$ cat src/rtl/mux4x1_ins_sel.sv
`default_nettype none
// ============================================================================
//  Module   : mux4x1_ins_sel
//  Purpose  : Instruction-word selector for the instruction cache datapath.
//             Picks one of the four words of a 128-bit cache block using the
//             word offset (PC[3:2]). The combinational result (muxout) feeds
//             the cache hit logic. The registered, valid-qualified copy
//             (ins_out/out_offset/out_valid) feeds the fetch pipeline.
//  Revision : 1.0 - initial release
// ----------------------------------------------------------------------------
//  Parameters
//    WIDTH       width of each instruction word (default 32)
//  Ports
//    clock       in   1      rising-edge clock
//    reset       in   1      asynchronous, active-high reset
//    ins1..ins4  in   WIDTH  block words 0..3 (bits [31:0] .. [127:96])
//    offset      in   2      word select
//    in_valid    in   1      capture request for the registered stage
//    muxout      out  WIDTH  combinational selected word
//    ins_out     out  WIDTH  registered selected word
//    out_offset  out  2      offset captured with ins_out
//    out_valid   out  1      ins_out was captured on the previous edge
//    out_parity  out  1      even parity (XOR reduction) of ins_out
//                            (present only with MUX4X1_INS_PARITY_EN)
//  Build option
//    MUX4X1_INS_PARITY_EN  adds the registered out_parity output
// ============================================================================
module mux4x1_ins_sel #(
    parameter int WIDTH = 32
) (
    input  logic             clock,
    input  logic             reset,
    input  logic [WIDTH-1:0] ins1,
    input  logic [WIDTH-1:0] ins2,
    input  logic [WIDTH-1:0] ins3,
    input  logic [WIDTH-1:0] ins4,
    input  logic [1:0]       offset,
    input  logic             in_valid,
    output logic [WIDTH-1:0] muxout,
    output logic [WIDTH-1:0] ins_out,
    output logic [1:0]       out_offset,
`ifdef MUX4X1_INS_PARITY_EN
    output logic             out_parity,
`endif
    output logic             out_valid
);

    // ------------------------------------------------------------------
    // Combinational select. It is not gated by reset or in_valid, so the
    // hit logic always sees the addressed word. An unknown offset drives
    // all-X in simulation; synthesis is free to treat it as don't-care.
    // ------------------------------------------------------------------
    always_comb begin
        muxout = {WIDTH{1'bx}};
        case (offset)
            2'b00:   muxout = ins1;
            2'b01:   muxout = ins2;
            2'b10:   muxout = ins3;
            2'b11:   muxout = ins4;
            default: muxout = {WIDTH{1'bx}};
        endcase
    end

    // ------------------------------------------------------------------
    // Output registers. The word and offset load only on a capture and
    // hold otherwise. The valid flag follows in_valid on every edge.
    // ------------------------------------------------------------------
    logic [WIDTH-1:0] ins_q,    ins_d;
    logic [1:0]       offset_q, offset_d;
    logic             valid_q,  valid_d;

    always_comb begin
        ins_d    = ins_q;
        offset_d = offset_q;
        valid_d  = in_valid;
        if (in_valid) begin
            ins_d    = muxout;
            offset_d = offset;
        end
    end

    always_ff @(posedge clock or posedge reset) begin
        if (reset) begin
            ins_q    <= '0;
            offset_q <= 2'b00;
            valid_q  <= 1'b0;
        end else begin
            ins_q    <= ins_d;
            offset_q <= offset_d;
            valid_q  <= valid_d;
        end
    end

    assign ins_out    = ins_q;
    assign out_offset = offset_q;
    assign out_valid  = valid_q;

`ifdef MUX4X1_INS_PARITY_EN
    // Parity is computed from the word being loaded, so it lines up with
    // ins_out in the same cycle and holds whenever ins_out holds.
    logic parity_q, parity_d;

    always_comb begin
        parity_d = parity_q;
        if (in_valid) begin
            parity_d = ^muxout;
        end
    end

    always_ff @(posedge clock or posedge reset) begin
        if (reset) begin
            parity_q <= 1'b0;
        end else begin
            parity_q <= parity_d;
        end
    end

    assign out_parity = parity_q;
`endif

endmodule
`default_nettype wire

$ cat config.mk
export PLATFORM = sky130hd
export DESIGN_NAME = mux4x1_ins_sel
export DESIGN_NICKNAME = d
export VERILOG_FILES = /design/src/rtl/mux4x1_ins_sel.sv
export SDC_FILE = /design/constraint.sdc
export NUM_CORES = 1
export LEC_CHECK = 0
export BUFFER_PORTS_ARGS = -buffer_cell sky130_fd_sc_hd__buf_2
export CAP_MARGIN = 20
export CORE_MARGIN = 5
export CORE_UTILIZATION = 30
export DETAILED_ROUTE_END_ITERATION = 10
export MAX_ROUTING_LAYER = met4
export PLACE_DENSITY_LB_ADDON = 0.3
export SETUP_SLACK_MARGIN = 0.3
export SLEW_MARGIN = 5
export SYNTH_ARGS = -nofsm -noshare
export SYNTH_HDL_FRONTEND = slang
export SYNTH_SLANG_ARGS = --single-unit
$ cat constraint.sdc
create_clock -name clock -period 0.9 [get_ports clock]
set_input_delay 0.09 -clock clock [delete_from_list [all_inputs] [get_ports clock]]
set_output_delay 0.09 -clock clock [all_outputs]
set_load 0.005 [all_outputs]
## Yosys cells after proc, flatten, opt, wreduce, memory -nomap -nowiden

Cells that the tools add are included.

| storage, ports and cells | value |
|---|---|
| flip-flop bits (word level) | 35 |
| word-level logic and storage cells | 8 |
| output and inout port bits | 67 |

| operators by class | value |
|---|---|
| muxes and demuxes | 1 |
| reductions and logical operators | 1 |
| equal/unequal tests | 3 |

Operator list:

| operator | number |
|---|---|
| 32-bit one-hot mux with 4 select lines | 1 |
| 2-bit == test, second input constant | 2 |
| 2-bit by 1-bit == test with 1-bit output, second input constant | 1 |
| 2-bit zero test | 1 |

## Depth between registers and ports, before layout

Gate-level depths: netlist of run 1.

| logic depth | value |
|---|---|
| word-level depth | 2 |
| gate-level depth with buffers | 4 |
| depth with buffers taken out | 2 |

## Worst setup path before layout of run 1

No wires, ideal clock.

| path | value |
|---|---|
| path type | input -> register |
| start point | input offset[1] |
| end point | register ins_q[16] (netlist: ins_out[16]) |
| data arrival time | 764 ps |
| cell stages on the path | 4 |
| slack | 2 ps |
| path buffers | 2 |
| setup time | 134 ps |
| data required time | 766 ps |
| path through | buf_6 -> buf_12 -> mux2i_1 -> o221ai_2 |

| on the way | value |
|---|---|
| cells in the longest elaborated chain, start to end | 2 |
| elaborated cells on any way between the ends | 5 |
| classes of those cells | eq/ne: 3; mux: 1; reduce/logical: 1 |

RTL lines:

| item | RTL line | RTL |
|---|---|---|
| start: declaration | 37 | `input logic [1:0] offset,` |
| 2-bit == test, or another cell as far along | 55 | `case (offset)` |
| 32-bit one-hot mux with 4 select lines (*) | 55 |  |
| end signal: assignment | 88 | `ins_q <= ins_d;` |
| end: declaration | 68 | `logic [WIDTH-1:0] ins_q, ins_d;` |

Mark *: on every way between the ends. The rest lies on a longest branch, timed or not.
A chain may end at the register's enable or synchronous reset.

## Worst setup path after layout of run 1

| path | value |
|---|---|
| start point | input offset[1] |
| end point | output muxout[31] |

| on the way | value |
|---|---|
| cells in the longest elaborated chain, start to end | 2 |
| elaborated cells on any way between the ends | 5 |
| classes of those cells | eq/ne: 3; mux: 1; reduce/logical: 1 |

RTL lines:

| item | RTL line | RTL |
|---|---|---|
| 2-bit == test, or another cell as far along | 55 |  |
| 32-bit one-hot mux with 4 select lines (*) | 55 |  |
| end: declaration | 39 | `output logic [WIDTH-1:0] muxout,` |

Marks and branches as above.

==> flow_summary_export.csv, run 1 <==
group,metric,value,unit
setup_path,setup.worst_path.class,"input pin to primary output",
global_routing,grtUsageTotal,18.8,%
cts,cts_buffers,5,
status,violations,"setup timing",
sta,setup_viol,34,
floorplan,io_pins,200,
yosys,synth.distinct_cells,13,
detailed_routing,vias_per_cell,5.10,
setup_path,crit_chain,"buf_16 > buf_6 > mux2i_2 > mux2i_1 > buf_2",
yosys,synthesis.area,0.00254,mm^2
cts,clk_latency,280,ps
cts,cts-root-buf,"clkbuf_8",
job,maxCapViolCount,0,
yosys,synth_edf_count,0,
setup_path,critPathLaunch,"offset[1]",
detailed_routing,routedWlPerCell,17.9,um
floorplan,coreArea,0.00826,mm^2
global_routing,grt_overflow,0,
global_routing,grt_start_max_net_pins,36,
detailed_routing,dr.pass1.iters,4,
place,gp_congestion,0.881,
cts,h-tree-depth,2,
cts,cts.sinks,35,
setup_path,start_kind,"input pin",
detailed_routing,drt_wl_total,10300,um
status,status,"complete, but fails checks",
cts,cts_max_path_buffers,2,
yosys,synth.top_cell.area_share,37.8,%
yosys,yosysSeqAreaShare,34.4,%
yosys,synth_cells,221,
power,p_leak,2.37,nW
yosys,ys.flop_type,"dfrtp_1",
setup_path,required,810,ps
sta,hold_violations,0,
place,dp_hpwl,6970,um
final_layout,diodes,0,
final_layout,nets,601,
worst_hold_path,hp-class,"input pin to register",
sta,rsz0062_at_grt,"true",
power,p_per_area,1150,mW/mm^2
sta,drv_slew,0,
sta,fin_crit,969,ps
sta,maxSlewHeadroom,82.7,%
detailed_routing,drcViolationCount,0,
cts,clk_pin_slew,70,ps
worst_hold_path,hold_path_startpoint,"offset[1]",
setup_path,arrival,880,ps
yosys,yosysWarnings,0,
floorplan,die_area,0.0104,mm^2
setup_path,crit_buf_inv,3,
global_routing,use_met1,20.8,%
yosys,synth.area.top_cells,"mux2i_1 (38%), dfrtp_1 (34%), o221ai_1 (10%)",
sta,tightest_slew,252,ps
sta,setup_slack,-69.1,ps
sta,fmax,1030,MHz
global_routing,use_met2,33.9,%
final_layout,syn_to_final_growth,87.7,%
place,portBuffers,199,
floorplan,initial_core_util,30.8,%
yosys,yosys.area.top_type,"mux2i_1",
power,vdd_drop_max,0.602,mV
setup_path,critPathSlowestCell,"mux2i_2",
setup_path,path_max_fanout,7,
floorplan,die_x,102,um
yosys,ys_ff_latch,35,
setup_path,critical-path-max-stage-delay,270,ps
final_layout,utilization,57.8,%
detailed_routing,drt_iter0_drc,78,
global_routing,grt_pass1_vias,3053,
yosys,async_reset_ff_share,100,%
setup_path,crit_family,"buffers and inverters",
global_routing,grt_first_pass_wirelength,14900,um
setup_path,rr_startpoint,"out_offset[1]",
yosys,ys_top_cells_by_count,"mux2i_1 (96), dfrtp_1 (35), nand2b_1 (33)",
floorplan,rows,33,
setup_path,setup.worst_path.end_class,"primary output",
yosys,syn_avg_cell_area,11.5,um^2
yosys,yosysMostFrequentCell,"mux2i_1",
detailed_routing,antenna_left,0,
detailed_routing,vias,2929,
yosys,synth_nets,354,
cts,cts_tree,"yes",
power,total_power,0.00547,W
floorplan,dieHeight,102,um
global_routing,grt.busiest_layer,"met2",
global_routing,antenna_found_initial,0,
sta,finClkSkew,0,ps
global_routing,met3_usage,3.75,%
sta,fin_crit_sh,108,%
final_layout,drive_gt1_share,71.2,%
sta,setup-tns-final,-1370,ps
## cell usage in the layout (no fill, tap or decap)
master	n
clkbuf_1	1
buf_4	33
buf_8	1
mux2i_4	15
dlygate4sd3_1	1
dfrtp_1	35
buf_16	5
o21ai_1	1
nand2b_4	5
o221ai_1	21
nand2b_1	28
buf_6	12
nand2_4	1
mux2i_1	48
clkbuf_16	1
buf_2	197
mux2_4	1
o221ai_2	11
inv_2	1
clkinvlp_4	1
clkbuf_8	7
buf_12	10
mux2i_2	33
## stage by stage
step                cells  hold WS, ps  setup WS (ps)  instance area (um^2)
global placement      522          140           -237                  3790
finish                574          108          -69.1                  4770
CTS                   562          112          -33.7                  4430
floorplan             221         37.1           64.9                  2620
detailed placement    522          146           -250                  3790
global route          574         98.4           -114                  4770
## per-layer routing
metal | vias up | wire [um]
li1 | 1347 | -
met1 | 1399 | 3670
met2 | 158 | 5440
met3 | 25 | 895
met4 | 0 | 251
met5 | - | 0
## power by group
group	switching, W	internal, W	leakage, nW
Clock	0.000566	0.000699	0.0515
Combinational	0.000996	0.00135	1.89
Sequential	0.000102	0.00176	0.428
Total	0.00166	0.00381	2.37
## sequential cells by signal, indices dropped and copies added, names as in the netlist
name / flops
ins_out: 32
out_offset: 2
out_valid: 1
## cell families after synthesis
kind of cell    Yosys count  synth area share, %
buf+inv                  22                 7.33
compound gates           33                 11.7
flops                    35                 34.4
simple gates             34                 8.27
mux                      97                 38.2
## worst paths after layout
kind | to | slack [ps] | cells past startpoint
worst max-delay path | muxout[31] | -70 | 5
worst min-delay path | out_offset[1] | 110 | 2
worst max register to register | out_offset[1] | 20 | 2
worst min register to register | ins_out[18] | 500 | 2
max in group asynchronous | ins_out[22] | 340 | 4
min in group asynchronous | ins_out[13] | 410 | 4
## worst reg2reg max path: stages (launching register included)
cell and delay, ps:
dfrtp_1 380, buf_4 130, mux2_4 260
## area by class of cell
class	count	area, um^2
Clock buffer	8	100
Fill cell	688	3490
Inverter	2	11.3
Multi-Input combinational cell	164	1900
Sequential cell	35	876
Tap cell	105	131
Timing Repair Buffer	260	1760
## what timing repair did
item | 4_1_cts | 5_1_grt
setup buffers | 28 | 11
setup endpoints to repair | 101 | 136
endpoints found under the hold margin | 35 | 0
gates resized for setup | 57 | 41
cloned | 3 | 1
hold buffers | 1 | 0
No activity file was read; power rests on OpenSTA's default activity.
==> inputs of run 2 (changes only) <==
- PLACE_DENSITY_LB_ADDON: 0.3 -> 0.08
==> flow_summary_export.csv, run 2 (synthesis results as in run 1) <==
group,metric,value,unit
power,vdd_drop_max,0.544,mV
sta,finClkSkew,0,ps
sta,drv_slew,0,
setup_path,required,810,ps
power,p_leak,2.50,nW
floorplan,coreArea,0.00826,mm^2
sta,fmax,1000,MHz
sta,setup-tns-final,-1690,ps
final_layout,final_area,0.00538,mm^2
setup_path,arrival,910,ps
final_layout,drive_gt1_share,77.6,%
sta,fin_crit_sh,111,%
place,gp_congestion,0.796,
global_routing,grtUsageTotal,18.2,%
sta,setup_viol,39,
final_layout,nets,609,
sta,tightest_slew,209,ps
job,maxCapViolCount,0,
global_routing,grt_start_max_net_pins,36,
setup_path,critical-path-max-stage-delay,190,ps
floorplan,rows,33,
power,seqPwrFrac,32.0,%
final_layout,syn_to_final_growth,112,%
cts,cts_buffers,5,
power,power.internal,0.00405,W
sta,maxSlewHeadroom,85.8,%
floorplan,initial_core_util,30.8,%
setup_path,start_kind,"input pin",
floorplan,die_area,0.0104,mm^2
sta,rsz0062_at_grt,"true",
detailed_routing,vias,2868,
detailed_routing,routedWlPerCell,17.8,um
power,swShare,30.8,%
final_layout,largest_register_ffs,32,
floorplan,die_x,102,um
detailed_routing,drt_wl_total,10400,um
sta,fin_crit,997,ps
setup_path,critPathSlowestCell,"mux2i_4",
place,numPlacedInstances,522,
place,dpl_cell_area,0.00379,mm^2
cts,cts-root-buf,"clkbuf_8",
final_layout,diodes,0,
floorplan,io_pins,200,
detailed_routing,dr.pass1.iters,6,
cts,cts_max_path_buffers,2,
global_routing,grt_overflow,0,
global_routing,grt_first_pass_wirelength,14400,um
global_routing,antenna_found_initial,0,
setup_path,path_max_fanout,5,
worst_hold_path,hp-class,"input pin to register",
setup_path,setup.worst_path.end_class,"primary output",
status,status,"complete, but fails checks",
place,dp_hpwl,6880,um
final_layout,nFillCells,643,
floorplan,dieHeight,102,um
place,portBuffers,199,
cts,cts.sinks,35,
sta,hold_violations,0,
setup_path,crit_chain,"buf_16 > clkbuf_16 > mux2i_4 > mux2i_1 > buf_2",
detailed_routing,antenna_left,0,
power,p_per_area,1090,mW/mm^2
cts,h-tree-depth,2,
setup_path,crit_family,"buffers and inverters",
detailed_routing,drcViolationCount,0,
setup_path,setup.worst_path.class,"input pin to primary output",
setup_path,crit_buf_inv,3,
final_layout,layout_commonest_cell,"buf_2",
final_layout,utilization,65.1,%
final_layout,layoutNonFillerInstCount,582,
detailed_routing,drt_iter0_drc,54,
cts,cts_tree,"yes",
final_layout,final_cell_mix,"buf_2 (197), mux2i_4 (47), buf_4 (35), dfrtp_1 (35), mux2i_1 (33)",
sta,setup_slack,-96.7,ps
status,violations,"setup timing",
cts,clk_latency,280,ps
power,comb_power_share,46.5,%
detailed_routing,vias_per_cell,4.93,
cts,clk_pin_slew,70,ps
power,clkPwrFrac,21.5,%
global_routing,grt_pass1_vias,2954,
power,power.switching,0.00180,W
[run 2: cell count changes in the layout (fill, tap and decap cells not counted), sizes merged]
cell	delta
clkbuf	+3
buf	+5
[run 2: stage by stage]
stage	hold slack, ps	setup slack, ps	power (W)
3_3_place_gp	145	-171	0.00356
4_1_cts	124	-52.1	0.00528
2_1_floorplan	37.1	64.9	0.00272
5_1_grt	118	-120	0.00615
6_report	119	-96.7	0.00584
3_5_place_dp	150	-175	0.00357
[run 2: worst register-to-register path, delay by kind of cell, from the launching register on]
family,cells,cell delay [ps]
AOI/OAI and AO/OA,1,100
buffers and inverters,1,120
DFF,1,390
and+or+nand+nor,1,50
[run 2: per-layer routing]
layer	wire (um)	track usage, %	share of wire [%]	vias to the layer above
met5	0	-	0	-
met4	244	4.84	2.4	0
met3	882	3.62	8.5	22
met2	5370	32.3	52	149
met1	3850	20.9	37	1333
li1	-	-	-	1364
[run 2: path summary, 6_finish.rpt]
check,from,to,slack (ps),cells after the start
setup reg to reg,ins_out[24],ins_out[24],120,3
max in group asynchronous,reset,out_offset[1],340,4
setup / recovery,offset[1],muxout[26],-100,5
hold reg to reg,ins_out[13],ins_out[13],490,2
hold / removal,ins1[7],ins_out[7],120,3
min in group asynchronous,reset,ins_out[27],420,4
[run 2: area by class of cell]
type / count / area (um^2) / area share [%]
multi-input combinational: 164 / 2320 / 43.2
timing repair buffer: 268 / 1940 / 36.0
sequential: 35 / 876 / 16.3
tap: 105 / 131 / 2.44
clock buffer: 8 / 100 / 1.86
inverter: 2 / 11.3 / 0.209
[run 2: what timing repair did]
action / 4_1_cts / 5_1_grt
gates cloned: 5 / 4
buffers inserted: 20 / 22
endpoints found under the setup margin: 101 / 136
hold buffers: 1 / 0
pin swaps: 0 / 1
gates resized for setup: 74 / 92
endpoints found under the hold margin: 35 / 0
[run 2: power by group through the flow]
stage               logic (W)  clock network [W]  registers, W
CTS                   0.00212            0.00130       0.00186
global placement      0.00168                  0       0.00188
detailed placement    0.00168                  0       0.00189
global route          0.00290            0.00136       0.00189
floorplan            0.000815                  0       0.00191
finish                0.00272            0.00126       0.00187
==> inputs of run 3 (changes only) <==
- MAX_ROUTING_LAYER: met4 -> default
- SKIP_LAST_GASP: default -> 1
- clock period: 0.9 -> 1.2 ns (I/O delays scaled with it)
==> flow_summary_export.csv, run 3 (synthesis results as in run 1) <==
group,metric,value,unit
floorplan,die_x,102,um
final_layout,nets,593,
final_layout,layout_commonest_cell,"buf_2",
setup_path,arrival,930,ps
detailed_routing,routedWlPerCell,17.2,um
floorplan,io_pins,200,
setup_path,rr_startpoint,"ins_out[29]",
power,vdd_drop_max,0.491,mV
setup_path,crit-reg2reg-capture,"ins_out[29]",
setup_path,crit_buf_inv,3,
setup_path,setup.worst_path.end_class,"primary output",
final_layout,nFillCells,751,
floorplan,die_area,0.0104,mm^2
cts,cts_tree,"yes",
final_layout,final_area,0.00464,mm^2
global_routing,grt_start_max_net_pins,34,
sta,fin_crit_sh,87.6,%
detailed_routing,vias_per_cell,4.93,
power,p_per_area,862,mW/mm^2
sta,hold_violations,0,
cts,clk_latency,280,ps
floorplan,dieHeight,102,um
cts,h-tree-depth,2,
setup_path,setup.worst_path.class,"input pin to primary output",
setup_path,path_max_fanout,7,
floorplan,coreArea,0.00826,mm^2
place,dpl_cell_area,0.00375,mm^2
setup_path,r2r_cells,3,
setup_path,critical-path-max-stage-delay,260,ps
final_layout,final_cell_mix,"buf_2 (196), mux2i_1 (46), buf_4 (39)",
global_routing,grt_first_pass_wirelength,14500,um
floorplan,rows,33,
cts,cts.sinks,35,
setup_path,rrSetupSlack,390,ps
place,numPlacedInstances,523,
sta,setup_viol,0,
sta,drv_slew,0,
final_layout,syn_to_final_growth,82.6,%
place,dp_hpwl,6880,um
final_layout,largest_register_ffs,32,
detailed_routing,drt_wl_total,9750,um
detailed_routing,vias,2792,
worst_hold_path,hold_depth,3,
detailed_routing,drt_iter0_drc,71,
detailed_routing,drcViolationCount,0,
power,p_leak,2.28,nW
setup_path,critPathSlowestCell,"mux2i_2",
place,portBuffers,199,
sta,setup-tns-final,0,ps
final_layout,drive_gt1_share,67.2,%
detailed_routing,dr.pass1.iters,4,
setup_path,crit_chain,"buf_16 > buf_4 > mux2i_2 > mux2i_1 > buf_2",
final_layout,seqCellArea,876,um^2
sta,rsz0062_at_grt,"true",
place,post-place-ws,17.6,ps
setup_path,start_kind,"input pin",
status,status,"finished clean",
cts,cts_max_path_buffers,2,
global_routing,grt_overflow,0,
floorplan,initial_core_util,30.8,%
global_routing,antenna_found_initial,2,
worst_hold_path,hold_path_end,"ins_out[17]",
final_layout,diodes,0,
sta,maxSlewHeadroom,85.2,%
setup_path,crit_family,"buffers and inverters",
final_layout,multi_input_comb_area,0.00190,mm^2
sta,hold_ws,162,ps
place,gp_congestion,0.713,
cts,clk_pin_slew,70,ps
worst_hold_path,hp-class,"input pin to register",
sta,setup_slack,149,ps
sta,fmax,951,MHz
cts,cts-root-buf,"clkbuf_8",
setup_path,required,1080,ps
global_routing,grt_pass1_vias,2881,
worst_hold_path,hold_path_startpoint,"ins3[17]",
detailed_routing,antenna_left,0,
job,maxCapViolCount,0,
sta,fin_crit,1050,ps
cts,cts_buffers,5,
final_layout,layoutNonFillerInstCount,566,
global_routing,grtUsageTotal,17.8,%
sta,tightest_slew,215,ps
setup_path,critPathLaunch,"offset[1]",
sta,finClkSkew,0,ps
run 3: cell count changes in the layout (fill, tap and decap cells not counted), sizes merged:
cell,delta
inv,+1
clkbuf,-4
clkinvlp,-1
buf,-12
run 3: worst reg2reg max path, cell delays in order, from the launching register on:
cell      delay, ps
dfrtp_1         380
buf_4           140
nand2b_1         60
o221ai_1        100
run 3: worst max path at each step:
stage,end,slack [ps],cells after the start
global route,muxout[7],120,5
global placement,muxout[27],50,6
CTS,muxout[27],160,6
detailed placement,muxout[31],20,5
finish,muxout[6],150,5
floorplan,ins_out[0],300,1
run 3: cell type report:
class / instances / share of cell area [%]
Multi-Input combinational cell: 164 / 41.0
Sequential cell: 35 / 18.9
Clock buffer: 8 / 2.16
Inverter: 2 / 0.162
Timing Repair Buffer: 252 / 35.0
Tap cell: 105 / 2.83
run 3: timing repair:
action                                  4_1_cts  5_1_grt
setup buffers                                26        5
gates resized for setup                      51       37
hold endpoints to repair                     35        0
hold buffers                                  1        0
cloned                                        3        0
endpoints found under the setup margin       66       67
run 3: report_power, final:
part	internal (W)	switching (W)
registers	0.00132	0.0000700
clock network	0.000524	0.000430
logic	0.000952	0.000703
total	0.00280	0.00120
run 3: stage by stage:
step	total power (W)	util, %
finish	0.00400	56.2
global placement	0.00265	45.4
floorplan	0.00202	-
detailed placement	0.00266	45.4
global route	0.00426	56.2
CTS	0.00392	53.0
run 3: metal layers:
layer | routed length [um] | GRT usage (%) | part of all wire, % | vias to the layer above
met5 | 26 | 0 | 0.27 | -
met2 | 5040 | 31.8 | 52 | 107
met3 | 802 | 4.51 | 8.2 | 17
met1 | 3740 | 21.5 | 38 | 1339
met4 | 140 | 4.24 | 1.4 | 4
li1 | - | - | - | 1325
